[config.mk]
export PLATFORM = sky130hd
export DESIGN_NAME = sm83_timer
export DESIGN_NICKNAME = d
export VERILOG_FILES = /design/src/rtl/sm83_timer.sv
export SDC_FILE = /design/constraint.sdc
export NUM_CORES = 1
export LEC_CHECK = 0
export BUFFER_PORTS_ARGS = -buffer_cell sky130_fd_sc_hd__buf_2
export CAP_MARGIN = 20
export CORE_MARGIN = 4
export CORE_UTILIZATION = 47
export DETAILED_ROUTE_END_ITERATION = 6
export PLACE_DENSITY_LB_ADDON = 0.25
export SYNTH_ARGS = -nofsm -noshare
export SYNTH_HDL_FRONTEND = slang
export SYNTH_SLANG_ARGS = --single-unit
[constraint.sdc]
create_clock -name clk -period 2.5 [get_ports clk]
set_clock_uncertainty 0.05 [all_clocks]
set_input_delay 0.25 -clock clk [delete_from_list [all_inputs] [get_ports clk]]
set_output_delay 0.25 -clock clk [all_outputs]
set_load 0.02 [all_outputs]
[src/rtl/sm83_timer.sv]
// DIV/TIMA/TMA/TAC timer at 0xFF04-0xFF07 with overflow delay, TMA reload and a one-clock irq.
// Optional macro SM83_TIMER_DIV_GLITCH_EN: DIV/TAC writes that drop the timer signal count as increments.
module sm83_timer #(
  parameter int OVF_DELAY = 4
) (
  input  logic        clk,
  input  logic        rst_n,
  input  logic [15:0] addr,
  input  logic [7:0]  w_data,
  input  logic        w_wen,
  output logic [7:0]  r_data,
  output logic        r_hit,
  output logic        irq
);

  localparam int DATA_W = 8;
  localparam logic [3:0] DLY_INIT = 4'(OVF_DELAY - 1);

  typedef enum logic [1:0] {
    RUN    = 2'd0,
    OVF    = 2'd1,
    RELOAD = 2'd2
  } state_t;

  state_t              state;
  logic [15:0]         cnt;
  logic [DATA_W-1:0]   tima;
  logic [DATA_W-1:0]   tma;
  logic [2:0]          tac;
  logic [3:0]          dly;
  logic                tsig_q;
  logic                tap;
  logic                tsig;
  logic                inc_evt;
  logic                wr_hit;
  logic                wr_div;
  logic                wr_tima;
  logic                wr_tma;
  logic                wr_tac;

  assign r_hit   = (addr[15:2] == 14'h3FC1);
  assign wr_hit  = w_wen & r_hit;
  assign wr_div  = wr_hit & (addr[1:0] == 2'd0);
  assign wr_tima = wr_hit & (addr[1:0] == 2'd1);
  assign wr_tma  = wr_hit & (addr[1:0] == 2'd2);
  assign wr_tac  = wr_hit & (addr[1:0] == 2'd3);

  always_comb begin
    r_data = '0;
    if (r_hit) begin
      case (addr[1:0])
        2'd0:    r_data = cnt[15:8];
        2'd1:    r_data = tima;
        2'd2:    r_data = tma;
        default: r_data = {5'b11111, tac};
      endcase
    end
  end

  always_comb begin
    case (tac[1:0])
      2'b00:   tap = cnt[9];
      2'b01:   tap = cnt[3];
      2'b10:   tap = cnt[5];
      default: tap = cnt[7];
    endcase
  end

  assign tsig = tac[2] & tap;

`ifdef SM83_TIMER_DIV_GLITCH_EN
  assign inc_evt = tsig_q & ~tsig;
`else
  // A DIV/TAC write flags the next cycle so its forced drop in tsig is not seen as an edge.
  logic wr_sup_q;

  always_ff @(posedge clk) begin
    if (!rst_n) begin
      wr_sup_q <= 1'b0;
    end else begin
      wr_sup_q <= wr_div | wr_tac;
    end
  end

  assign inc_evt = tsig_q & ~tsig & ~wr_sup_q;
`endif

  always_ff @(posedge clk) begin
    if (!rst_n) begin
      cnt    <= '0;
      tima   <= '0;
      tma    <= '0;
      tac    <= '0;
      dly    <= '0;
      tsig_q <= 1'b0;
      irq    <= 1'b0;
      state  <= RUN;
    end else begin
      cnt    <= wr_div ? 16'h0000 : cnt + 16'd1;
      tsig_q <= tsig;
      irq    <= 1'b0;
      if (wr_tma) tma <= w_data;
      if (wr_tac) tac <= w_data[2:0];

      case (state)
        RUN: begin
          if (wr_tima) begin
            tima <= w_data;
          end else if (inc_evt) begin
            if (tima == 8'hFF) begin
              tima  <= 8'h00;
              dly   <= DLY_INIT;
              state <= OVF;
            end else begin
              tima <= tima + 8'd1;
            end
          end
        end
        OVF: begin
          if (wr_tima) begin
            tima  <= w_data;
            state <= RUN;
          end else if (dly == 4'd0) begin
            // Reload lands on entry so the RELOAD clock already reads TMA alongside irq.
            tima  <= wr_tma ? w_data : tma;
            irq   <= 1'b1;
            state <= RELOAD;
          end else begin
            dly <= dly - 4'd1;
          end
        end
        RELOAD: begin
          if (wr_tma) tima <= w_data;
          state <= RUN;
        end
        default: state <= RUN;
      endcase
    end
  end

endmodule

==> run_results.csv, run 1 <==
group,metric,value,unit
status,outcome,"finished clean",
worst_setup_path,reg2reg_depth,8,
yosys,yosys_warnings,0,
finish,final.fill_count,513,
global_routing,grt_pass1_wl,11400,um
worst_setup_path,r2r-start,"dly[0]",
floorplanning,num_rows,27,
sta,post-route-period-util,95.1,%
placed_design,port_buffers,36,
clocking,hold_buffers,0,
floorplanning,io_pins,37,
yosys,yosysSeqAreaShare,33.1,%
worst_setup_path,crit_path_end_kind,"flop",
clocking,cts_buffers,5,
worst_setup_path,arrival,2.53,ns
worst_setup_path,crit_path_max_fanout,11,
finish,fin_area,3020,um^2
clocking,cts_tree,"yes",
yosys,ys_seq_elements,44,
floorplanning,core_area,5510,um^2
placed_design,gp_congestion,0.924,
drt,drtAntennaViolNets,0,
floorplanning,start_util,48.3,%
finish,fin_cells,430,
sta,whs,0.178,ns
global_routing,first_global_vias,2310,
yosys,synthArstFlopShare,0,%
sta,tightest_slew,0.549,ns
yosys,synth.net_count,355,
clocking,cts.sinks,44,
yosys,synthFlopType,"dfxtp_1",
placed_design,hpwl,5140,um
worst_setup_path,r2r-end,"tima[6]",
finish,syn_to_final_growth,13.7,%
yosys,synth_edf_count,0,
clocking,path_clk_slew,0.09,ns
sta,finalHoldViolCount,0,
yosys,netlist_area,2660,um^2
worst_setup_path,worstSetupPathType,"flop to flop",
global_routing,grt_overflow,0,
run,cap_violations,0,
sta,final-max-slew-violation-count,0,
worst_setup_path,startpoint_type,"flop",
sta,fmax,0.421,GHz
global_routing,antenna_found_initial,0,
clocking,cts_root_buf,"clkbuf_8",
drt,drc,0,
worst_setup_path,worstPathRequired,2.65,ns
floorplanning,die_x,83.2,um
global_routing,grt_util_all_layers,20.0,%
drt,vias,2416,
power_and_ir_drop,p_leak,1.17,nW
finish,nets,392,
drt,dr.pass1.iters,4,
floorplanning,die_area,6920,um^2
sta,finalSetupTns,0,ns
power_and_ir_drop,ir_drop,0.319,mV
worst_hold_path,hold_depth,3,
finish,drive_above_1_share,20.7,%
clocking,cts_setup_buffers,0,
drt,vias_per_cell,5.62,
worst_setup_path,cp-endpoint,"tima[6]",
worst_setup_path,r2r_slack,0.12,ns
clocking,cts_buffer_depth,2,
yosys,synth_cell_types,56,
placed_design,post_dp_cell_area,2910,um^2
clocking,cts_resized,0,
power_and_ir_drop,power_density,449,nW/um^2
placed_design,dp_cells,422,
yosys,synthCells,320,
worst_setup_path,crit_start,"dly[0]",
drt,wl_per_cell,15.9,um
worst_hold_path,hold_class,"input port to flop",
power_and_ir_drop,p_total,1.36,mW
sta,min_period,2.38,ns
sta,max_slew_margin,63.4,%
floorplanning,die_h,83.2,um
drt,drtIter0Drc,220,
clocking,clk_latency,0.30,ns
global_routing,grt_max_degree,20,
yosys,avgSynthCellArea,8.31,um^2
sta,grt_setup_unrepaired,"no",
drt,drt-total-wl,6820,um
finish,n_antenna_cell,0,
sta,setup_viol,0,
clocking,cts_max_level,2,
synth_stat cells, types with 2 or more instances:
master	number	share of area, %
a21oi_1	12	2.3
mux2i_1	8	3.0
xor2_1	11	3.6
o211ai_1	2	0.56
nor3_1	2	0.38
nand2b_1	5	1.2
nand3b_1	2	0.56
nor2_1	39	5.5
nand4b_1	2	0.66
mux4_2	3	2.5
a211oi_1	2	0.56
a31oi_1	7	1.6
a31o_2	2	0.66
o221a_2	2	0.85
ha_1	8	3.8
nand2_1	38	5.4
inv_1	10	1.4
o22ai_1	6	1.4
and3_1	4	0.94
o21a_1	2	0.56
and4_1	4	1.3
xnor2_1	10	3.3
o21ai_0	11	2.1
clkbuf_1	7	0.99
buf_1	2	0.28
buf_6	3	1.3
and2_1	5	1.2
dfxtp_1	44	33
nand4_1	9	2.1
nand3_1	27	5.1
mux2_2	6	2.5
power by group:
group          total (mW)  internal [mW]  switching [mW]
Combinational      0.0799         0.0303          0.0496
Sequential          0.709          0.704         0.00425
Clock               0.568          0.301           0.267
Total                1.36           1.04           0.321
metal layers:
metal,GRT usage (%),up-vias,routed length (um)
li1,-,1221,-
met1,28.0,1104,3160
met2,31.3,82,3120
met3,3.87,9,459
met4,5.35,0,80
met5,0,-,0
how the worst min path moves through the flow:
| stage | start | endpoint |
|---|---|---|
| after floorplan | w_data[0] | tma[0] |
| after global placement | cnt[0] | cnt[0] |
| after detailed placement | cnt[0] | cnt[0] |
| after global routing | w_data[4] | tma[4] |
| final | w_data[6] | tma[6] |
| after CTS | w_data[4] | tma[4] |
worst max-delay path, stage by stage (launching register included):
cell	delay, ns
dfxtp_1	0.33
inv_1	0.10
ha_1	0.14
or3b_2	0.50
a221o_1	0.36
a21oi_1	0.19
a22o_4	0.24
o21ai_0	0.10
o221a_2	0.26
stage by stage:
stage	utilization [%]	worst slack, ns
after floorplan	-	0.267
after global placement	52.8	0.115
after detailed placement	52.8	0.0529
after CTS	54.9	0.133
after global routing	54.9	0.00727
final	54.9	0.122
flip-flops by register name, indices dropped and copies added (netlist names):
register / flops
tac: 3
tima: 8
wr_sup_q: 1
tma: 8
dly: 4
tsig_q: 1
cnt: 16
state: 2
irq: 1
cells by family (layout without fill, tap and decap cells):
kind of cell | Yosys count | count (layout) | share of synthesized area (%)
simple gates | 147 | 147 | 27.9
compound gates | 59 | 59 | 15.5
flops | 44 | 44 | 33.1
buf+inv | 24 | 62 | 4.75
xor+xnor | 21 | 21 | 6.92
mux | 17 | 17 | 8.09
fa+ha+maj | 8 | 8 | 3.76
placed cells by master, fill, tap and decap left out, drive strengths merged, types with 10 or more instances in the layout:
master,netlist,layout
a21oi,13,13
xnor2,10,10
nand3,28,28
xor2,11,11
inv,10,11
nor2,40,40
dfxtp,44,44
o21ai,12,12
nand2,38,38
buf,6,43
cell type report:
cell class | count | area [um^2] | share of cell area [%]
Tap cell | 72 | 90.1 | 2.98
Clock buffer | 5 | 68.8 | 2.28
Sequential cell | 44 | 881 | 29.1
Timing Repair Buffer | 43 | 233 | 7.70
Multi-Input combinational cell | 252 | 1650 | 54.6
Clock inverter | 3 | 46.3 | 1.53
Inverter | 11 | 53.8 | 1.78
Note: power is estimated with default switching activity, not from simulation.
==> run 2: changes to the inputs <==
==> constraint.sdc (replaced) <==
create_clock -name clk -period 2.3 [get_ports clk]
set_clock_uncertainty 0.05 [all_clocks]
set_input_delay 0.23 -clock clk [delete_from_list [all_inputs] [get_ports clk]]
set_output_delay 0.23 -clock clk [all_outputs]
set_load 0.02 [all_outputs]
==> run 2 against run 1 <==
- global-route usage decreased by 0.074 points
- first-iteration DRC count decreased by 2.3%
- clock power increased by 9.2%
- largest power group unchanged
- critical endpoint unchanged
- critical path type unchanged
- utilization increased by 1.7 points
- worst setup slack got worse by 0.052 ns
==> run_results.csv, run 2 (synthesis gave the netlist of run 1 again) <==
group,metric,value,unit
placed_design,dp_cells,432,
sta,tightest_slew,0.597,ns
power_and_ir_drop,p_leak,1.23,nW
drt,drt-total-wl,6900,um
clocking,cts_max_level,2,
clocking,cts_root_buf,"clkbuf_8",
clocking,path_clk_slew,0.09,ns
placed_design,post_dp_cell_area,2980,um^2
finish,layout_commonest_cell,"dfxtp_1",
power_and_ir_drop,power_density,473,nW/um^2
sta,fmax,0.449,GHz
placed_design,gp_congestion,0.974,
floorplanning,die_x,83.2,um
finish,nets,404,
finish,drive_above_1_share,23.8,%
worst_hold_path,hold_depth,3,
finish,fin_area,3120,um^2
clocking,hold_buffers,0,
finish,syn_to_final_growth,17.4,%
clocking,cts.sinks,44,
floorplanning,die_area,6920,um^2
worst_setup_path,arrival,2.38,ns
worst_setup_path,worstPathRequired,2.45,ns
worst_setup_path,reg2reg_depth,8,
power_and_ir_drop,ir_drop,0.319,mV
finish,n_antenna_cell,0,
worst_setup_path,crit_path_end_kind,"flop",
floorplanning,num_rows,27,
worst_hold_path,hold_class,"input port to flop",
drt,vias_per_cell,5.63,
status,outcome,"finished clean",
finish,largestRegisters,"cnt x16, tima x8, tma x8",
global_routing,first_global_vias,2364,
sta,max_slew_margin,60.1,%
sta,finalHoldViolCount,0,
finish,fin_cells,442,
floorplanning,die_h,83.2,um
clocking,cts_buffer_depth,2,
worst_setup_path,crit_path_max_fanout,5,
clocking,cts_buffers,5,
global_routing,grt_pass1_wl,11500,um
drt,dr.pass1.iters,5,
finish,final.fill_count,494,
sta,min_period,2.23,ns
finish,utilization,56.7,%
clocking,cts_tree,"yes",
global_routing,grt_overflow,0,
drt,vias,2489,
global_routing,grt_util_all_layers,19.9,%
finish,multi_input_area,1670,um^2
sta,whs,0.155,ns
global_routing,grt_max_degree,20,
worst_setup_path,startpoint_type,"flop",
placed_design,port_buffers,36,
drt,drc,0,
floorplanning,start_util,48.3,%
worst_setup_path,worstSetupPathType,"flop to flop",
finish,largest_register_ffs,16,
global_routing,antenna_found_initial,0,
finish,largest_register,"cnt",
finish,final_cell_mix,"44 x dfxtp_1, 39 x nor2_1, 38 x nand2_1, 36 x buf_2, 27 x nand3_1",
placed_design,hpwl,5090,um
drt,drtIter0Drc,215,
drt,drtAntennaViolNets,0,
finish,regArea,881,um^2
floorplanning,io_pins,37,
drt,wl_per_cell,15.6,um
floorplanning,core_area,5510,um^2
sta,post-route-period-util,96.9,%
sta,setup_viol,0,
sta,final-max-slew-violation-count,0,
run,cap_violations,0,
clocking,clk_latency,0.30,ns
## run 2: cell count changes in the layout (fill, tap and decap cells not counted)
cell	before	now
a22o_2	0	1
inv_2	0	1
inv_1	10	9
a21oi_2	1	2
buf_4	7	18
a21oi_1	12	11
## run 2: final timing paths
path / endpoint / slack [ns] / start
max: tima[6] / 0.07 / dly[0]
min: tma[4] / 0.16 / w_data[4]
max reg2reg: tima[6] / 0.07 / dly[0]
min reg2reg: tma[2] / 0.43 / tma[2]
## run 2: report_power, final
| part | switching [mW] | total [mW] | internal, mW |
|---|---|---|---|
| logic | 0.0538 | 0.0865 | 0.0327 |
| registers | 0.00427 | 0.770 | 0.766 |
| clock network | 0.292 | 0.620 | 0.328 |
## run 2: critical path, stage by stage (launching register included)
cell and delay (ns):
dfxtp_1 0.34, inv_2 0.08, ha_1 0.13, or3b_2 0.46
a221o_1 0.38, a21oi_2 0.16, a22o_4 0.18, o21ai_0 0.09
o221a_2 0.26
## run 2: layer usage
metal,part of all wire (%),vias up,track usage [%],routed length [um]
met5,0,-,0,0
met4,1.2,0,4.61,85
met3,5.0,6,3.17,347
met2,47,64,31.5,3210
met1,47,1167,28.4,3260
li1,-,1252,-,-
## run 2: area by class of cell
cell class,count,area share [%]
timing repair buffer,54,10.1
multi-input combinational,253,53.4
tap,72,2.89
clock buffer,5,2.21
sequential,44,28.2
clock inverter,3,1.48
inverter,11,1.72
## run 2: stage by stage
step / TNS [ns] / power (mW) / setup WS [ns]
final: 0 / 1.48 / 0.0706
after global routing: -0.0364 / 1.53 / -0.0191
after CTS: 0 / 1.48 / 0.0161
after detailed placement: -0.272 / 0.873 / -0.0673
after global placement: -0.0823 / 0.872 / -0.0333
after floorplan: 0 / 0.828 / 0.0865
## run 2: timing repair
item                                    in CTS  in global routing
setup buffers                                0                  1
endpoints found under the setup margin       0                  6
resized for setup                            0                  2
==> run 3: changes to the inputs <==
==> constraint.sdc (replaced) <==
create_clock -name clk -period 1.94 [get_ports clk]
set_clock_uncertainty 0.05 [all_clocks]
set_input_delay 0.194 -clock clk [delete_from_list [all_inputs] [get_ports clk]]
set_output_delay 0.194 -clock clk [all_outputs]
set_load 0.02 [all_outputs]
==> run 3 against run 2 <==
- largest power group unchanged
- combinational power grew 45%
- via count grew 11%
- wire length grew 16%
- sequential power increased by 19%
- largest cell class unchanged
- global-route usage rose by 2.6 points
- register-to-register slack got worse by 0.19 ns
- the flow now finishes with violations (negative setup slack)
- die area is the same
- utilization rose by 11 points
- non-clock buffer count rose by 30
- worst setup slack got worse by 0.23 ns
==> run_results.csv, run 3 (synthesis gave the netlist of run 1 again) <==
group,metric,value,unit
global_routing,grt_pass1_wl,12800,um
worst_setup_path,r2r-start,"dly[0]",
worst_setup_path,crit_buf_inv,5,
worst_setup_path,worstPathRequired,1.70,ns
status,violations,"negative setup slack",
power_and_ir_drop,power.share.sequential,50.9,%
placed_design,post_dp_cell_area,3220,um^2
drt,drtIter0Drc,237,
global_routing,grt_max_degree,17,
global_routing,first_global_vias,2599,
finish,final_cell_mix,"42 x dfxtp_1, 33 x nor2_1, 33 x buf_4",
power_and_ir_drop,power_frac_comb,7.0,%
sta,final-max-slew-violation-count,0,
worst_setup_path,arrival,1.85,ns
sta,max_slew_margin,55.1,%
clocking,cts_buffers,5,
worst_hold_path,min-delay-start,"w_data[0]",
power_and_ir_drop,ir_drop,0.308,mV
floorplanning,io_pins,37,
sta,min_period,2.10,ns
worst_setup_path,crit_family,"simple AND/OR/NAND/NOR gates",
worst_hold_path,hold_class,"input port to flop",
placed_design,port_buffers,36,
power_and_ir_drop,p_total,1.79,mW
finish,fin_area,3700,um^2
worst_setup_path,crit_chain,"buf_6 > or4b_4 > or4_4 > clkinv_8 > buf_8 > buf_6 > and2_4 > buf_6",
sta,finalHoldViolCount,0,
finish,largestRegisters,"cnt x16, tima x8, tma x8",
sta,setup_slack,-0.156,ns
finish,drive_above_1_share,40.5,%
global_routing,antenna_found_initial,0,
sta,tightest_slew,0.673,ns
power_and_ir_drop,p_leak,1.44,nW
sta,setup_viol,27,
floorplanning,die_x,83.2,um
worst_setup_path,cp_slowest_cell,"or4b_4",
floorplanning,die_area,6920,um^2
finish,n_antenna_cell,0,
placed_design,hpwl,5590,um
run,cap_violations,0,
drt,drtAntennaViolNets,0,
placed_design,dp_slack,-0.344,ns
sta,post-route-period-util,108,%
power_and_ir_drop,swShare,23.1,%
finish,largest_register,"cnt",
floorplanning,num_rows,27,
placed_design,gp_congestion,0.885,
drt,wl_per_cell,17.0,um
sta,finalSetupTns,-1.74,ns
floorplanning,core_area,5510,um^2
power_and_ir_drop,clkPwrFrac,42.1,%
floorplanning,die_h,83.2,um
global_routing,grt_overflow,0,
floorplanning,start_util,48.3,%
sta,fmax,0.477,GHz
finish,fin_cells,472,
clocking,cts.sinks,44,
worst_setup_path,crit_start,"addr[3]",
global_routing,grt_util_all_layers,22.5,%
power_and_ir_drop,power.switching,0.414,mW
sta,whs,0.111,ns
finish,largest_register_ffs,16,
sta,grt_setup_unrepaired,"yes",
worst_setup_path,cp_common_cell,"buf_6",
clocking,cts_tree,"yes",
drt,vias_per_cell,5.85,
power_and_ir_drop,p_int,1.38,mW
clocking,cts_max_level,2,
clocking,hold_buffers,0,
drt,dr.pass1.iters,5,
status,outcome,"complete, but fails checks",
finish,nets,434,
worst_setup_path,critPathMaxStageDelay,0.52,ns
drt,drt-total-wl,8020,um
placed_design,dp_cells,455,
drt,drc,0,
finish,layout_commonest_cell,"dfxtp_1",
worst_setup_path,crit_path_end_kind,"primary output",
clocking,clk_latency,0.30,ns
worst_setup_path,crit_path_max_fanout,3,
finish,syn_to_final_growth,39.3,%
clocking,cts_root_buf,"clkbuf_8",
worst_setup_path,worstSetupPathType,"input port to primary output",
clocking,cts_buffer_depth,2,
drt,vias,2760,
worst_setup_path,startpoint_type,"input port",
clocking,path_clk_slew,0.09,ns
power_and_ir_drop,power_density,484,nW/um^2
finish,utilization,67.3,%
==> run 3: changes by cell type in the layout (fill, tap and decap cells not counted), moves of 4 or more <==
cell,before,now
nand2_2,0,12
a21oi_2,2,6
and2_4,0,4
a21oi_1,11,6
nor2_1,39,33
o21ai_0,11,4
nand2_1,38,26
and2_1,5,1
buf_4,18,33
o21ai_2,0,4
buf_6,0,20
buf_2,36,26
nor2_4,0,6
==> run 3: area by class of cell <==
cell class                 instances  area, um^2
fill                             416        1800
timing repair buffer              84         688
tap                               72        90.1
sequential                        44         883
clock buffer                       6        82.6
inverter                          11        53.8
clock inverter                     2        38.8
multi-input combinational        253        1870
==> run 3: timing repair <==
action	4_1_cts	5_1_grt
gates cloned	1	0
gates resized for setup	39	52
pin swaps	4	21
endpoints found under the setup margin	19	35
buffers inserted	7	2
==> run 3: metal layers <==
layer / up-vias / GRT usage, % / share of wire [%]
li1: 1310 / - / -
met1: 1297 / 30.2 / 43
met2: 125 / 36.6 / 48
met3: 28 / 3.87 / 6.3
met4: 0 / 7.13 / 3.0
met5: - / 0 / 0
==> run 3: power groups by stage <==
stage               Sequential, mW  Clock [mW]  Combinational, mW
finish                       0.913       0.754              0.125
global placement             0.933           0              0.109
floorplan                    0.933           0             0.0513
global route                 0.914       0.801              0.137
detailed placement           0.934           0              0.111
CTS                          0.913       0.768              0.118
==> run 3: final timing paths <==
path,slack [ns],to,cells after the start
setup / recovery,-0.16,r_data[0],8
hold / removal,0.11,tma[0],3
setup reg to reg,-0.12,tima[2],9
hold reg to reg,0.44,cnt[0],1
==> run 3: tightest hold or removal path: stages <==
cell,delay (ns)
buf_2,0.13
nand2_1,0.05
a21oi_1,0.05
